==> src/rtl/pb_ram_arbiter_if.sv <==
//==============================================================================
// Module      : pb_ram_arbiter_if
// Description : Requester and RAM signal bundle for pb_ram_arbiter.
// Revision    : 1.0 - initial release
//==============================================================================
`default_nettype none
`timescale 1ns/1ps

interface pb_ram_arbiter_if #(
    parameter int ADDR_W = 8,
    parameter int DATA_W = 8
);
    logic              req0;
    logic              we0;
    logic [ADDR_W-1:0] addr0;
    logic [DATA_W-1:0] wdata0;
    logic              ack0;
    logic [DATA_W-1:0] rdata0;

    logic              req1;
    logic              we1;
    logic [ADDR_W-1:0] addr1;
    logic [DATA_W-1:0] wdata1;
    logic              ack1;
    logic [DATA_W-1:0] rdata1;

    logic              busy;
    logic              ram_en;
    logic              ram_we;
    logic [ADDR_W-1:0] ram_addr;
    logic [DATA_W-1:0] ram_din;
    logic [DATA_W-1:0] ram_dout;

    // Requesters plus the RAM itself sit on the master side.
    modport master (
        output req0, we0, addr0, wdata0,
        input  ack0, rdata0,
        output req1, we1, addr1, wdata1,
        input  ack1, rdata1,
        input  busy, ram_en, ram_we, ram_addr, ram_din,
        output ram_dout
    );

    modport slave (
        input  req0, we0, addr0, wdata0,
        output ack0, rdata0,
        input  req1, we1, addr1, wdata1,
        output ack1, rdata1,
        output busy, ram_en, ram_we, ram_addr, ram_din,
        input  ram_dout
    );
endinterface

`default_nettype wire

==> src/rtl/pb_ram_arbiter.sv <==
//==============================================================================
// Module      : pb_ram_arbiter
// Description : Two-requester arbiter for one shared single-port block RAM.
//               Round-robin by default; define ARB_FIXED_PRIO_EN to give
//               requester 0 fixed priority.
// Revision    : 1.0 - initial release
//==============================================================================
`default_nettype none
`timescale 1ns/1ps

module pb_ram_arbiter #(
    parameter int ADDR_W  = 8,
    parameter int DATA_W  = 8,
    parameter int RAM_LAT = 1
) (
    input  wire logic         clk,
    input  wire logic         reset,
    pb_ram_arbiter_if.slave   bus
);
    localparam logic [1:0] c_IDLE  = 2'd0;
    localparam logic [1:0] c_ISSUE = 2'd1;
    localparam logic [1:0] c_WAIT  = 2'd2;
    localparam logic [1:0] c_ACK   = 2'd3;

    localparam logic [1:0] c_LAT_M1 = 2'(RAM_LAT - 1);

    logic [1:0]        r_state;
    logic [1:0]        r_cnt;
    logic              r_sel;
    logic              r_ack0;
    logic              r_ack1;
    logic [DATA_W-1:0] r_rdata0;
    logic [DATA_W-1:0] r_rdata1;
    logic              r_ram_en;
    logic              r_ram_we;
    logic [ADDR_W-1:0] r_ram_addr;
    logic [DATA_W-1:0] r_ram_din;
    logic              w_winner;
`ifndef ARB_FIXED_PRIO_EN
    logic              r_ptr;
`endif

    always_comb begin
`ifdef ARB_FIXED_PRIO_EN
        w_winner = ~bus.req0;
`else
        w_winner = (bus.req0 && bus.req1) ? r_ptr : bus.req1;
`endif
    end

    // ram_addr/ram_din double as the latched transaction fields; ram_we is
    // still valid in ISSUE and decides between the write and read paths.
    always_ff @(posedge clk or posedge reset) begin
        if (reset) begin
            r_state    <= c_IDLE;
            r_cnt      <= 2'd0;
            r_sel      <= 1'b0;
            r_ack0     <= 1'b0;
            r_ack1     <= 1'b0;
            r_rdata0   <= '0;
            r_rdata1   <= '0;
            r_ram_en   <= 1'b0;
            r_ram_we   <= 1'b0;
            r_ram_addr <= '0;
            r_ram_din  <= '0;
`ifndef ARB_FIXED_PRIO_EN
            r_ptr      <= 1'b0;
`endif
        end else begin
            r_ack0   <= 1'b0;
            r_ack1   <= 1'b0;
            r_ram_en <= 1'b0;
            r_ram_we <= 1'b0;
            case (r_state)
                c_IDLE: begin
                    if (bus.req0 || bus.req1) begin
                        r_sel      <= w_winner;
`ifndef ARB_FIXED_PRIO_EN
                        r_ptr      <= ~w_winner;
`endif
                        r_ram_en   <= 1'b1;
                        r_ram_we   <= w_winner ? bus.we1    : bus.we0;
                        r_ram_addr <= w_winner ? bus.addr1  : bus.addr0;
                        r_ram_din  <= w_winner ? bus.wdata1 : bus.wdata0;
                        r_state    <= c_ISSUE;
                    end
                end
                c_ISSUE: begin
                    if (r_ram_we) begin
                        r_ack0  <= ~r_sel;
                        r_ack1  <= r_sel;
                        r_state <= c_ACK;
                    end else begin
                        r_cnt   <= c_LAT_M1;
                        r_state <= c_WAIT;
                    end
                end
                c_WAIT: begin
                    if (r_cnt == 2'd0) begin
                        if (r_sel) begin
                            r_rdata1 <= bus.ram_dout;
                        end else begin
                            r_rdata0 <= bus.ram_dout;
                        end
                        r_ack0  <= ~r_sel;
                        r_ack1  <= r_sel;
                        r_state <= c_ACK;
                    end else begin
                        r_cnt <= r_cnt - 2'd1;
                    end
                end
                default: begin
                    r_state <= c_IDLE;
                end
            endcase
        end
    end

    assign bus.busy     = (r_state != c_IDLE);
    assign bus.ack0     = r_ack0;
    assign bus.ack1     = r_ack1;
    assign bus.rdata0   = r_rdata0;
    assign bus.rdata1   = r_rdata1;
    assign bus.ram_en   = r_ram_en;
    assign bus.ram_we   = r_ram_we;
    assign bus.ram_addr = r_ram_addr;
    assign bus.ram_din  = r_ram_din;
endmodule

`default_nettype wire

==> src/flat_wrapper.sv <==
// flat-port wrapper written by rule: the top's interface ports become plain ports
module pb_ram_arbiter_flat 
#(
    parameter int ADDR_W  = 8,
    parameter int DATA_W  = 8,
    parameter int RAM_LAT = 1
)
  (clk, reset, bus_req0, bus_we0, bus_addr0, bus_wdata0, bus_ack0, bus_rdata0, bus_req1, bus_we1, bus_addr1, bus_wdata1, bus_ack1, bus_rdata1, bus_busy, bus_ram_en, bus_ram_we, bus_ram_addr, bus_ram_din, bus_ram_dout);
  pb_ram_arbiter_if #(.ADDR_W(ADDR_W), .DATA_W(DATA_W)) bus_i ();
  input  wire logic clk;
  input  wire logic reset;
  input wire logic [$bits(bus_i.req0)-1:0] bus_req0;
  input wire logic [$bits(bus_i.we0)-1:0] bus_we0;
  input wire logic [$bits(bus_i.addr0)-1:0] bus_addr0;
  input wire logic [$bits(bus_i.wdata0)-1:0] bus_wdata0;
  output wire logic [$bits(bus_i.ack0)-1:0] bus_ack0;
  output wire logic [$bits(bus_i.rdata0)-1:0] bus_rdata0;
  input wire logic [$bits(bus_i.req1)-1:0] bus_req1;
  input wire logic [$bits(bus_i.we1)-1:0] bus_we1;
  input wire logic [$bits(bus_i.addr1)-1:0] bus_addr1;
  input wire logic [$bits(bus_i.wdata1)-1:0] bus_wdata1;
  output wire logic [$bits(bus_i.ack1)-1:0] bus_ack1;
  output wire logic [$bits(bus_i.rdata1)-1:0] bus_rdata1;
  output wire logic [$bits(bus_i.busy)-1:0] bus_busy;
  output wire logic [$bits(bus_i.ram_en)-1:0] bus_ram_en;
  output wire logic [$bits(bus_i.ram_we)-1:0] bus_ram_we;
  output wire logic [$bits(bus_i.ram_addr)-1:0] bus_ram_addr;
  output wire logic [$bits(bus_i.ram_din)-1:0] bus_ram_din;
  input wire logic [$bits(bus_i.ram_dout)-1:0] bus_ram_dout;
  assign bus_i.req0 = bus_req0;
  assign bus_i.we0 = bus_we0;
  assign bus_i.addr0 = bus_addr0;
  assign bus_i.wdata0 = bus_wdata0;
  assign bus_ack0 = bus_i.ack0;
  assign bus_rdata0 = bus_i.rdata0;
  assign bus_i.req1 = bus_req1;
  assign bus_i.we1 = bus_we1;
  assign bus_i.addr1 = bus_addr1;
  assign bus_i.wdata1 = bus_wdata1;
  assign bus_ack1 = bus_i.ack1;
  assign bus_rdata1 = bus_i.rdata1;
  assign bus_busy = bus_i.busy;
  assign bus_ram_en = bus_i.ram_en;
  assign bus_ram_we = bus_i.ram_we;
  assign bus_ram_addr = bus_i.ram_addr;
  assign bus_ram_din = bus_i.ram_din;
  assign bus_i.ram_dout = bus_ram_dout;
  pb_ram_arbiter #(.ADDR_W(ADDR_W), .DATA_W(DATA_W), .RAM_LAT(RAM_LAT)) u_core (.clk(clk), .reset(reset), .bus(bus_i));
endmodule
==> config.mk <==
export PLATFORM = sky130hd
export DESIGN_NAME = pb_ram_arbiter_flat
export DESIGN_NICKNAME = d
export VERILOG_FILES = /design/src/rtl/pb_ram_arbiter_if.sv /design/src/rtl/pb_ram_arbiter.sv /design/src/flat_wrapper.sv
export SDC_FILE = /design/constraint.sdc
export NUM_CORES = 1
export LEC_CHECK = 0
export CORE_ASPECT_RATIO = 1.4
export CORE_MARGIN = 2
export CORE_UTILIZATION = 41
export CTS_CLUSTER_SIZE = 30
export DETAILED_ROUTE_END_ITERATION = 8
export PLACE_DENSITY_LB_ADDON = 0.05
export SYNTH_ARGS = -nofsm -noshare
export SYNTH_HDL_FRONTEND = slang
export SYNTH_SLANG_ARGS = --single-unit
==> constraint.sdc <==
create_clock -name clk -period 2 [get_ports clk]
set_input_delay 0.3 -clock clk [delete_from_list [all_inputs] [get_ports clk]]
set_output_delay 0.3 -clock clk [all_outputs]
set_load 0.02 [all_outputs]
==> impl_metrics.py, run 1 <==
metrics = {
    "sta": {
        "max_freq_mhz": 535,
        "layout_min_cycle_time_ps": 1870,
        "setup_tns_ps": 0,
        "relSlewSlack": 0.573,
        "fin_skew_ps": 7.93,
        "setup_viol": 0,
        "period_share": 0.935,
        "worstMarginPinSlew_ps": 641,
        "rsz0062_at_grt": "false",
        "final_max_slew_viol_count": 0,
        "hold_viol": 0,
        "fin_ws_ps": 130,
    },
    "pwr": {
        "power.total_mw": 4.41,
        "power.share.clock": 0.146,
        "internal_power_mw": 2.85,
        "irDropWorstVdd_mv": 0.796,
        "combPwrFrac": 0.521,
        "swShare": 0.354,
        "pwr-share-seq": 0.333,
        "p_leak_nw": 1.22,
        "p_switching_mw": 1.56,
        "pwr_density_cell_nw_per_um2": 1580,
    },
    "place": {
        "postPlaceCellArea_um2": 2680,
        "port_buffers": 82,
        "gp_congestion": 0.668,
        "post-place-ws_ps": 96.2,
        "hpwl_mm": 3.21,
    },
    "setup_path": {
        "required_ps": 1700,
        "r2r_slack_ps": 220,
        "end_kind": "primary output",
        "cp_max_fo": 6,
        "reg2regPathDepth": 4,
        "start_kind": "flop",
        "critPathKind": "flop to primary output",
        "r2r-start": "u_core.r_state[1]$_DFFE_PP0P_",
        "r2r_end": "u_core.bus.ram_din[2]$_DFFE_PP0P_",
        "arrival_ps": 1570,
    },
    "routing": {
        "wl_per_cell_um": 15.0,
        "wl_mm": 4.26,
        "route.detailed.drc": 0,
        "drt-initial-drc-count": 29,
        "wl_met2_mm": 2.39,
        "dr_total_vias": 1444,
        "first_pass_iters": 4,
        "vias_per_cell": 5.08,
        "wl_met1_mm": 1.57,
        "wl_met3_um": 218,
        "ant_nets": 0,
        "top_layer": "met4",
    },
    "finish": {
        "drive_gt1_frac": 0.121,
        "nets": 275,
        "area_growth_pct": 53.9,
        "diodes": 0,
        "n_fill_cell": 347,
        "fin_area_um2": 2790,
    },
    "logic_synthesis": {
        "synth_top_area_frac": 0.581,
        "synthTopCellsByArea": "dfrtp_1 (58%), mux2_2 (12%), a221o_1 (8.9%), and2_1 (5.5%), ha_1 (4.1%)",
        "synthArstFlopShare": 1.00,
        "synth_warnings": 0,
        "synth.avg_cell_area_um2": 13.2,
        "ys_ff_latch": 42,
        "yosys_most_used_dff": "dfrtp_1",
        "syn-num-nets": 189,
        "synth-edff-count": 0,
        "synth-seq-area-share": 0.581,
        "synth_area_um2": 1810,
        "yosys.area.top_type": "dfrtp_1",
        "synth_cell_types": 21,
        "netlist_instances": 137,
    },
    "job": {
        "maxCapViolations": 0,
    },
    "die": {
        "core_area_um2": 4240,
        "start_util": 0.427,
        "fp.dieH_um": 82.6,
        "rows": 28,
        "die-area_um2": 4970,
        "die_width_um": 60.1,
        "ios": 83,
    },
    "clock_tree": {
        "cts_root_buffer": "clkbuf_8",
        "cts.sinks": 42,
        "insertion_delay_ps": 290,
        "clockBufferDepth": 2,
        "htree_levels": 2,
        "cts_buffers": 5,
        "cts_setup_buffers": 0,
        "clkSlewWorstSetupHoldPaths_ps": 80,
        "tritoncts": "done",
    },
    "global_routing": {
        "overflow": 0,
        "grt_use_total": 0.179,
        "grt_max_degree": 43,
        "grt_pass1_vias": 1446,
        "grt_pass1_wl_mm": 6.47,
        "antenna_found_initial": 0,
    },
    "hold_path": {
        "min_path_type": "input pin to asynchronous set/reset pin",
    },
    "status": {
        "status": "finished, final reports clean",
    },
}
[sequential cells by signal, summed over array words and instances (netlist names)]
register and flops:
u_core.bus.rdata1 8, u_core.bus.ack1 1, u_core.bus.ram_en 1, u_core.bus.ram_we 1, u_core.r_cnt 2, u_core.r_state 2, u_core.bus.rdata0 8, u_core.bus.ram_din 8
u_core.r_ptr 1, u_core.bus.ram_addr 8, u_core.bus.ack0 1, u_core.r_sel 1
[cell families after synthesis]
group	share of synthesized area
flops	0.581
fa+ha+maj	0.0415
compound gates	0.111
simple gates	0.106
mux	0.124
buf+inv	0.0367
[worst max-delay path, cell delays in order (launching register included)]
cell,delay [ps]
dfrtp_1,450
inv_1,110
ha_1,260
inv_1,120
dlygate4sd2_1,340
[area by class of cell]
| cell class | instances | area [um2] | share of cell area |
|---|---|---|---|
| flip-flops and latches | 42 | 1050 | 0.377 |
| well taps | 60 | 75.1 | 0.0270 |
| clock buffers | 7 | 76.3 | 0.0274 |
| repair buffers | 84 | 835 | 0.300 |
| inverters | 7 | 26.3 | 0.00943 |
| multi-input cells | 83 | 692 | 0.248 |
| clock inverters | 1 | 30.0 | 0.0108 |
[worst max path at each step]
stage	from	to	slack, ps	cells past startpoint
finish	u_core.r_state[1]$_DFFE_PP0P_	bus_busy	130	4
global route	u_core.r_state[1]$_DFFE_PP0P_	bus_busy	60	4
CTS	u_core.r_state[1]$_DFFE_PP0P_	bus_busy	150	4
detailed placement	bus_req1	u_core.bus.ram_addr[2]$_DFFE_PP0P_	100	4
global placement	bus_req1	u_core.bus.ram_din[0]$_DFFE_PP0P_	170	4
floorplan	u_core.r_state[0]$_DFFE_PP0P_	u_core.bus.ram_addr[6]$_DFFE_PP0P_	450	6
[repair_timing]
item / CTS / global route
hold buffers: 0 / 0
endpoints found under the hold margin: 0 / 0
setup endpoints to repair: 1 / 0
gates resized for setup: 1 / 0
[power groups by stage]
stage | clock network (mW) | logic (mW) | registers [mW]
floorplan | 0 | 0.914 | 1.87
global placement | 0 | 2.27 | 1.45
detailed placement | 0 | 2.33 | 1.47
CTS | 0.658 | 2.33 | 1.47
global route | 0.685 | 2.47 | 1.51
finish | 0.642 | 2.30 | 1.47
[metrics by stage]
| stage | cells | hold WS [ps] | util |
|---|---|---|---|
| detailed placement | 276 | 489 | 0.632 |
| global placement | 276 | 482 | 0.632 |
| finish | 284 | 440 | 0.657 |
| global route | 284 | 499 | 0.657 |
| CTS | 284 | 458 | 0.657 |
| floorplan | 137 | 442 | - |
[cells in the final DEF (no fill, tap or decap), drive strengths merged]
cell,instances
nor2,3
and3,4
nor2b,1
bufinv,1
nand2b,1
o21ai,1
inv,6
a21o,2
clkbuf,7
mux2i,1
clkinv,1
dfrtp,42
clkdlybuf4s50,81
ha,6
and2,16
dlygate4sd2,1
nand3,4
a21oi,3
nand3b,1
o22ai,1
a221o,16
mux2,19
buf,2
nand2,4
[Yosys cell counts (2+ instances only)]
master / count
buf_2: 2
a221o_1: 16
mux2_2: 19
ha_1: 6
a21o_1: 2
nand3_1: 4
a21oi_1: 3
nand2_1: 4
nor2_1: 3
and2_1: 16
buf_6: 2
inv_1: 7
and3_1: 4
dfrtp_1: 42
[routing by layer]
layer  GRT usage  vias to the layer above
li1            -                      668
met1       0.193                      711
met2       0.327                       55
met3      0.0374                       10
met4      0.0844                        0
met5           0                        -
No activity file was read; power rests on OpenSTA's default activity.
==> run 2: changes to the inputs <==
--- a/config.mk
+++ b/config.mk
@@ -5,9 +5,10 @@
 export SDC_FILE = /design/constraint.sdc
 export NUM_CORES = 1
 export LEC_CHECK = 0
+export ABC_AREA = 1
 export CORE_ASPECT_RATIO = 1.4
 export CORE_MARGIN = 2
-export CORE_UTILIZATION = 41
+export CORE_UTILIZATION = 42
 export CTS_CLUSTER_SIZE = 30
 export DETAILED_ROUTE_END_ITERATION = 8
 export PLACE_DENSITY_LB_ADDON = 0.05
==> run 2 against run 1 <==
  * Power rose by 5.7%
  * Largest power group unchanged
  * Highest routed layer unchanged
  * Cell count is 26% higher
  * Largest cell class unchanged
  * Worst hold slack got worse by 91 ps
  * Setup slack better by 130 ps
==> impl_metrics.py, run 2 <==
metrics = {
    "routing": {
        "route.detailed.drc": 0,
        "wl_per_cell_um": 13.4,
        "vias_per_cell": 4.96,
        "ant_nets": 0,
        "dr_total_vias": 1774,
        "drt-initial-drc-count": 80,
        "first_pass_iters": 4,
        "wl_mm": 4.79,
    },
    "global_routing": {
        "antenna_found_initial": 0,
        "grt_max_degree": 23,
        "grt_pass1_wl_mm": 8.03,
        "grt_pass1_vias": 1808,
        "overflow": 0,
        "grt_use_total": 0.200,
    },
    "job": {
        "maxCapViolations": 0,
    },
    "pwr": {
        "power.total_mw": 4.66,
        "p_switching_mw": 1.85,
        "pwr_density_cell_nw_per_um2": 1570,
        "irDropWorstVdd_mv": 0.817,
        "power.share.clock": 0.172,
        "internal_power_mw": 2.81,
        "combPwrFrac": 0.511,
        "p_leak_nw": 1.34,
        "pwr-share-seq": 0.317,
        "swShare": 0.397,
    },
    "finish": {
        "nets": 347,
        "final_common_cell": "clkdlybuf4s50_1",
        "area_growth_pct": 50.4,
        "fin_area_um2": 2970,
        "drive_gt1_frac": 0.0878,
        "postLayoutCoreUtil": 0.655,
        "diodes": 0,
        "final_cell_mix": "clkdlybuf4s50_1 (81), nand2_1 (47), dfrtp_1 (42)",
    },
    "sta": {
        "layout_min_cycle_time_ps": 1740,
        "setup_viol": 0,
        "relSlewSlack": 0.482,
        "max_freq_mhz": 574,
        "worstMarginPinSlew_ps": 773,
        "setup_tns_ps": 0,
        "rsz0062_at_grt": "false",
        "hold_viol": 0,
        "final_max_slew_viol_count": 0,
        "period_share": 0.871,
        "fin_skew_ps": 8.48,
    },
    "status": {
        "status": "finished, final reports clean",
    },
    "die": {
        "core_area_um2": 4540,
        "die-area_um2": 5270,
        "rows": 29,
        "ios": 83,
        "fp.dieH_um": 85.1,
        "die_width_um": 61.9,
        "start_util": 0.435,
    },
    "clock_tree": {
        "cts.sinks": 42,
        "cts_setup_buffers": 0,
        "tritoncts": "done",
        "insertion_delay_ps": 290,
        "cts_root_buffer": "clkbuf_8",
        "clkSlewWorstSetupHoldPaths_ps": 80,
        "clockBufferDepth": 2,
        "htree_levels": 2,
        "cts_buffers": 5,
    },
    "logic_synthesis": {
        "synth_warnings": 0,
        "synth.avg_cell_area_um2": 9.31,
        "syn-num-nets": 264,
        "synth_most_common_cell": "nand2_1",
        "yosys.area.top_type": "dfrtp_1",
        "ys_ff_latch": 42,
        "synthArstFlopShare": 1.00,
        "synthTopCellsByArea": "dfrtp_1 (53%), nand2_1 (8.9%), nand3_1 (8.6%), nand4_1 (5.1%), o21ai_2 (4.0%)",
        "synth_top_area_frac": 0.532,
        "yosys_most_used_dff": "dfrtp_1",
        "synth_cell_types": 20,
        "synth_common_cells": "nand2_1 (47), dfrtp_1 (42), nand3_1 (34)",
        "synth-edff-count": 0,
        "netlist_instances": 212,
        "synth_area_um2": 1970,
        "synth-seq-area-share": 0.532,
    },
    "place": {
        "gp_congestion": 0.743,
        "port_buffers": 82,
        "hpwl_mm": 3.52,
        "postPlaceCellArea_um2": 2830,
    },
    "hold_path": {
        "min_path_type": "input pin to asynchronous set/reset pin",
    },
    "setup_path": {
        "cp_max_fo": 4,
        "required_ps": 1700,
        "arrival_ps": 1440,
        "critPathKind": "flop to primary output",
        "end_kind": "primary output",
        "start_kind": "flop",
    },
}
-- run 2: cell types whose count changed in the layout (fill, tap and decap cells not counted), sizes merged, moves of 3 or more --
cell	change
nand2	+45
and3	-4
and2	-16
nor2	+4
o21ai	+21
nand4	+16
buf	+3
mux2	-19
inv	+11
nand3	+32
a221o	-16
-- run 2: logic make-up (layout without fill, tap and decap cells) --
family	after synthesis	count (layout)	synth area share
AO/OA/AOI/OAI	26	26	0.0843
adder cells (fa/ha/maj)	6	6	0.0380
buffers and inverters	29	113	0.0792
flip-flops	42	42	0.532
AND/OR/NAND/NOR	109	109	0.266
-- run 2: repair_timing --
action	in CTS	in global routing
hold buffers	0	0
resized for setup	1	0
setup endpoints to repair	1	0
-- run 2: final timing paths --
path	startpoint	endpoint	slack (ps)	cells after the start
worst max-delay path	u_core.r_state[0]$_DFFE_PP0P_	bus_busy	260	4
worst min-delay path	reset	u_core.bus.rdata0[2]$_DFFE_PP0P_	350	2
worst max register to register	u_core.r_state[0]$_DFFE_PP0P_	u_core.bus.ram_din[1]$_DFFE_PP0P_	430	7
worst min register to register	u_core.bus.rdata0[5]$_DFFE_PP0P_	u_core.bus.rdata0[5]$_DFFE_PP0P_	490	2
max in group asynchronous	reset	u_core.bus.ram_we$_DFF_PP0_	1130	3
min in group clk	u_core.bus.rdata0[5]$_DFFE_PP0P_	u_core.bus.rdata0[5]$_DFFE_PP0P_	490	2
-- run 2: metrics by stage --
| stage | hold WS, ps | setup WS [ps] | cells |
|---|---|---|---|
| 2_1_floorplan | 441 | 664 | 212 |
| 3_3_place_gp | 466 | 284 | 350 |
| 3_5_place_dp | 469 | 252 | 350 |
| 4_1_cts | 364 | 231 | 358 |
| 5_1_grt | 391 | 149 | 358 |
| 6_report | 349 | 258 | 358 |
-- run 2: worst max-delay path, cell delays in order (launching register included) --
cell and delay [ps]:
dfrtp_1 400, inv_1 100, ha_1 220, inv_1 90, dlygate4sd2_1 340
-- run 2: power groups by stage --
| stage | clock, mW | combinational (mW) | sequential (mW) |
|---|---|---|---|
| final | 0.803 | 2.38 | 1.48 |
| after detailed placement | 0 | 2.42 | 1.49 |
| after CTS | 0.818 | 2.42 | 1.48 |
| after global placement | 0 | 2.39 | 1.48 |
| after global routing | 0.848 | 2.62 | 1.53 |
| after floorplan | 0 | 1.02 | 1.89 |
-- run 2: cell type report --
class	instances	area, um2
clock buffer	5	68.8
multi-input combinational	141	767
fill	386	1570
tap	62	77.6
sequential	42	1050
clock inverter	3	68.8
inverter	18	67.6
timing repair buffer	87	870
-- run 2: layer usage --
layer / global-route usage / vias to the layer above / wire, um
met1: 0.225 / 833 / 1880
met4: 0.0580 / 0 / 39
met3: 0.0457 / 4 / 215
li1: - / 881 / -
met2: 0.360 / 56 / 2650
met5: 0 / - / 0
==> run 3: changes to the inputs <==
--- a/config.mk
+++ b/config.mk
@@ -8,7 +8,7 @@
 export ABC_AREA = 1
 export CORE_ASPECT_RATIO = 1.4
 export CORE_MARGIN = 2
-export CORE_UTILIZATION = 42
+export CORE_UTILIZATION = 40
 export CTS_CLUSTER_SIZE = 30
 export DETAILED_ROUTE_END_ITERATION = 8
 export PLACE_DENSITY_LB_ADDON = 0.05
==> run 3 against run 2 <==
  * Sequential share of layout area grew 0.26 points
  * Register-to-register slack is essentially flat
  * Via count is 0.17% higher
  * Global-route usage fell by 2.5 points
  * First-iteration DRC count is 55% lower
==> impl_metrics.py, run 3 (synthesized netlist as in run 2, its figures left out) <==
metrics = {
    "setup_path": {
        "start_kind": "flop",
        "end_kind": "primary output",
        "critPathKind": "flop to primary output",
        "critPathBufInv": 3,
        "required_ps": 1700,
        "arrival_ps": 1460,
        "critical-path-slowest-cell": "dfrtp_1",
        "crit_family": "buffers and inverters",
        "max_stage_delay_ps": 400,
        "r2r_slack_ps": 440,
        "cp_max_fo": 4,
        "path_cells": "inv_1 -> ha_1 -> inv_1 -> dlygate4sd2_1",
        "crit_path_frequent_cell": "inv_1",
    },
    "finish": {
        "area_growth_pct": 49.4,
        "fin_cells": 360,
        "diodes": 0,
        "drive_gt1_frac": 0.0878,
        "n_fill_cell": 470,
        "final_cell_mix": "clkdlybuf4s50_1 (81), nand2_1 (47), dfrtp_1 (42)",
        "postLayoutCoreUtil": 0.614,
        "nets": 347,
        "final_common_cell": "clkdlybuf4s50_1",
        "fin_area_um2": 2950,
    },
    "routing": {
        "dr_total_vias": 1777,
        "ant_nets": 0,
        "route.detailed.drc": 0,
        "first_pass_iters": 5,
        "vias_per_cell": 4.94,
        "wl_per_cell_um": 12.9,
        "drt-initial-drc-count": 36,
        "wl_mm": 4.63,
    },
    "place": {
        "post-place-cells": 352,
        "port_buffers": 82,
        "hpwl_mm": 3.47,
        "postPlaceCellArea_um2": 2840,
        "gp_congestion": 0.708,
    },
    "status": {
        "status": "finished, final reports clean",
    },
    "clock_tree": {
        "tritoncts": "done",
        "cts_root_buffer": "clkbuf_8",
        "cts.sinks": 42,
        "htree_levels": 2,
        "insertion_delay_ps": 300,
        "cts_buffers": 5,
        "clockBufferDepth": 2,
        "clkSlewWorstSetupHoldPaths_ps": 80,
        "cts_hold_buf": 0,
    },
    "global_routing": {
        "grt_util_met3": 0.0466,
        "grt_pass1_wl_mm": 7.47,
        "grt_use_total": 0.175,
        "grt_util_met1": 0.183,
        "antenna_found_initial": 0,
        "grt_pass1_vias": 1685,
        "overflow": 0,
        "grtUsageMet2": 0.332,
        "grt-busiest-layer": "met2",
        "grt_max_degree": 25,
    },
    "die": {
        "fp.dieH_um": 87.1,
        "die_width_um": 63.4,
        "core_area_um2": 4800,
        "start_util": 0.411,
        "ios": 83,
        "rows": 30,
        "die-area_um2": 5520,
    },
    "sta": {
        "max_freq_mhz": 569,
        "fin_skew_ps": 9.82,
        "hold_viol": 0,
        "worstMarginPinSlew_ps": 714,
        "setup_tns_ps": 0,
        "rsz0062_at_grt": "false",
        "period_share": 0.879,
        "setup_viol": 0,
        "relSlewSlack": 0.524,
        "final_max_slew_viol_count": 0,
        "layout_min_cycle_time_ps": 1760,
    },
    "pwr": {
        "irDropWorstVdd_mv": 0.672,
        "p_leak_nw": 1.32,
        "pwr_density_cell_nw_per_um2": 1530,
        "power.total_mw": 4.51,
    },
    "job": {
        "maxCapViolations": 0,
    },
    "hold_path": {
        "min_path_type": "input pin to asynchronous set/reset pin",
    },
}
[run 3: routing by layer]
| layer | share of wire | up-vias |
|---|---|---|
| li1 | - | 877 |
| met1 | 0.39 | 836 |
| met2 | 0.54 | 59 |
| met3 | 0.060 | 5 |
| met4 | 0.013 | 0 |
| met5 | 0 | - |
[run 3: path summary, 6_finish.rpt]
path / to / from / cells after the start
setup / recovery: bus_busy / u_core.r_state[0]$_DFFE_PP0P_ / 4
min in group clk: u_core.bus.rdata1[5]$_DFFE_PP0P_ / u_core.bus.rdata1[5]$_DFFE_PP0P_ / 2
hold / removal: u_core.bus.rdata1[6]$_DFFE_PP0P_ / reset / 2
hold reg to reg: u_core.bus.rdata1[5]$_DFFE_PP0P_ / u_core.bus.rdata1[5]$_DFFE_PP0P_ / 2
max in group asynchronous: u_core.bus.ram_we$_DFF_PP0_ / reset / 3
setup reg to reg: u_core.bus.ram_din[4]$_DFFE_PP0P_ / u_core.r_state[0]$_DFFE_PP0P_ / 6
[run 3: per-stage QoR]
stage               hold WS [ps]  setup slack (ps)
floorplan                    441               664
detailed placement           469               249
CTS                          339               221
global placement             463               273
finish                       327               242
global route                 367               159
[run 3: cell type report]
cell class	count	area [um2]	share of cell area
multi-input cells	141	767	0.260
well taps	64	80.1	0.0272
clock buffers	5	68.8	0.0233
flip-flops and latches	42	1050	0.356
repair buffers	87	870	0.295
clock inverters	3	45.0	0.0153
inverters	18	67.6	0.0229
[run 3: worst reg2reg max path, delay by kind of cell, from the launching register on]
kind	cells	cell delay [ps]
AOI/OAI and AO/OA	1	270
adders and majority gates	1	180
buffers and inverters	2	360
DFF	1	420
and+or+nand+nor	2	210
[run 3: timing repair]
action                     in CTS  in global routing
buffers inserted                0                  0
gates resized for setup         1                  0
setup endpoints to repair       1                  0
[run 3: where the power goes]
group          internal (mW)  leakage, nW  total [mW]  switching (mW)
combinational           1.06        0.751        2.37            1.31
clock                  0.371       0.0504       0.669           0.298
sequential              1.24        0.521        1.47           0.222
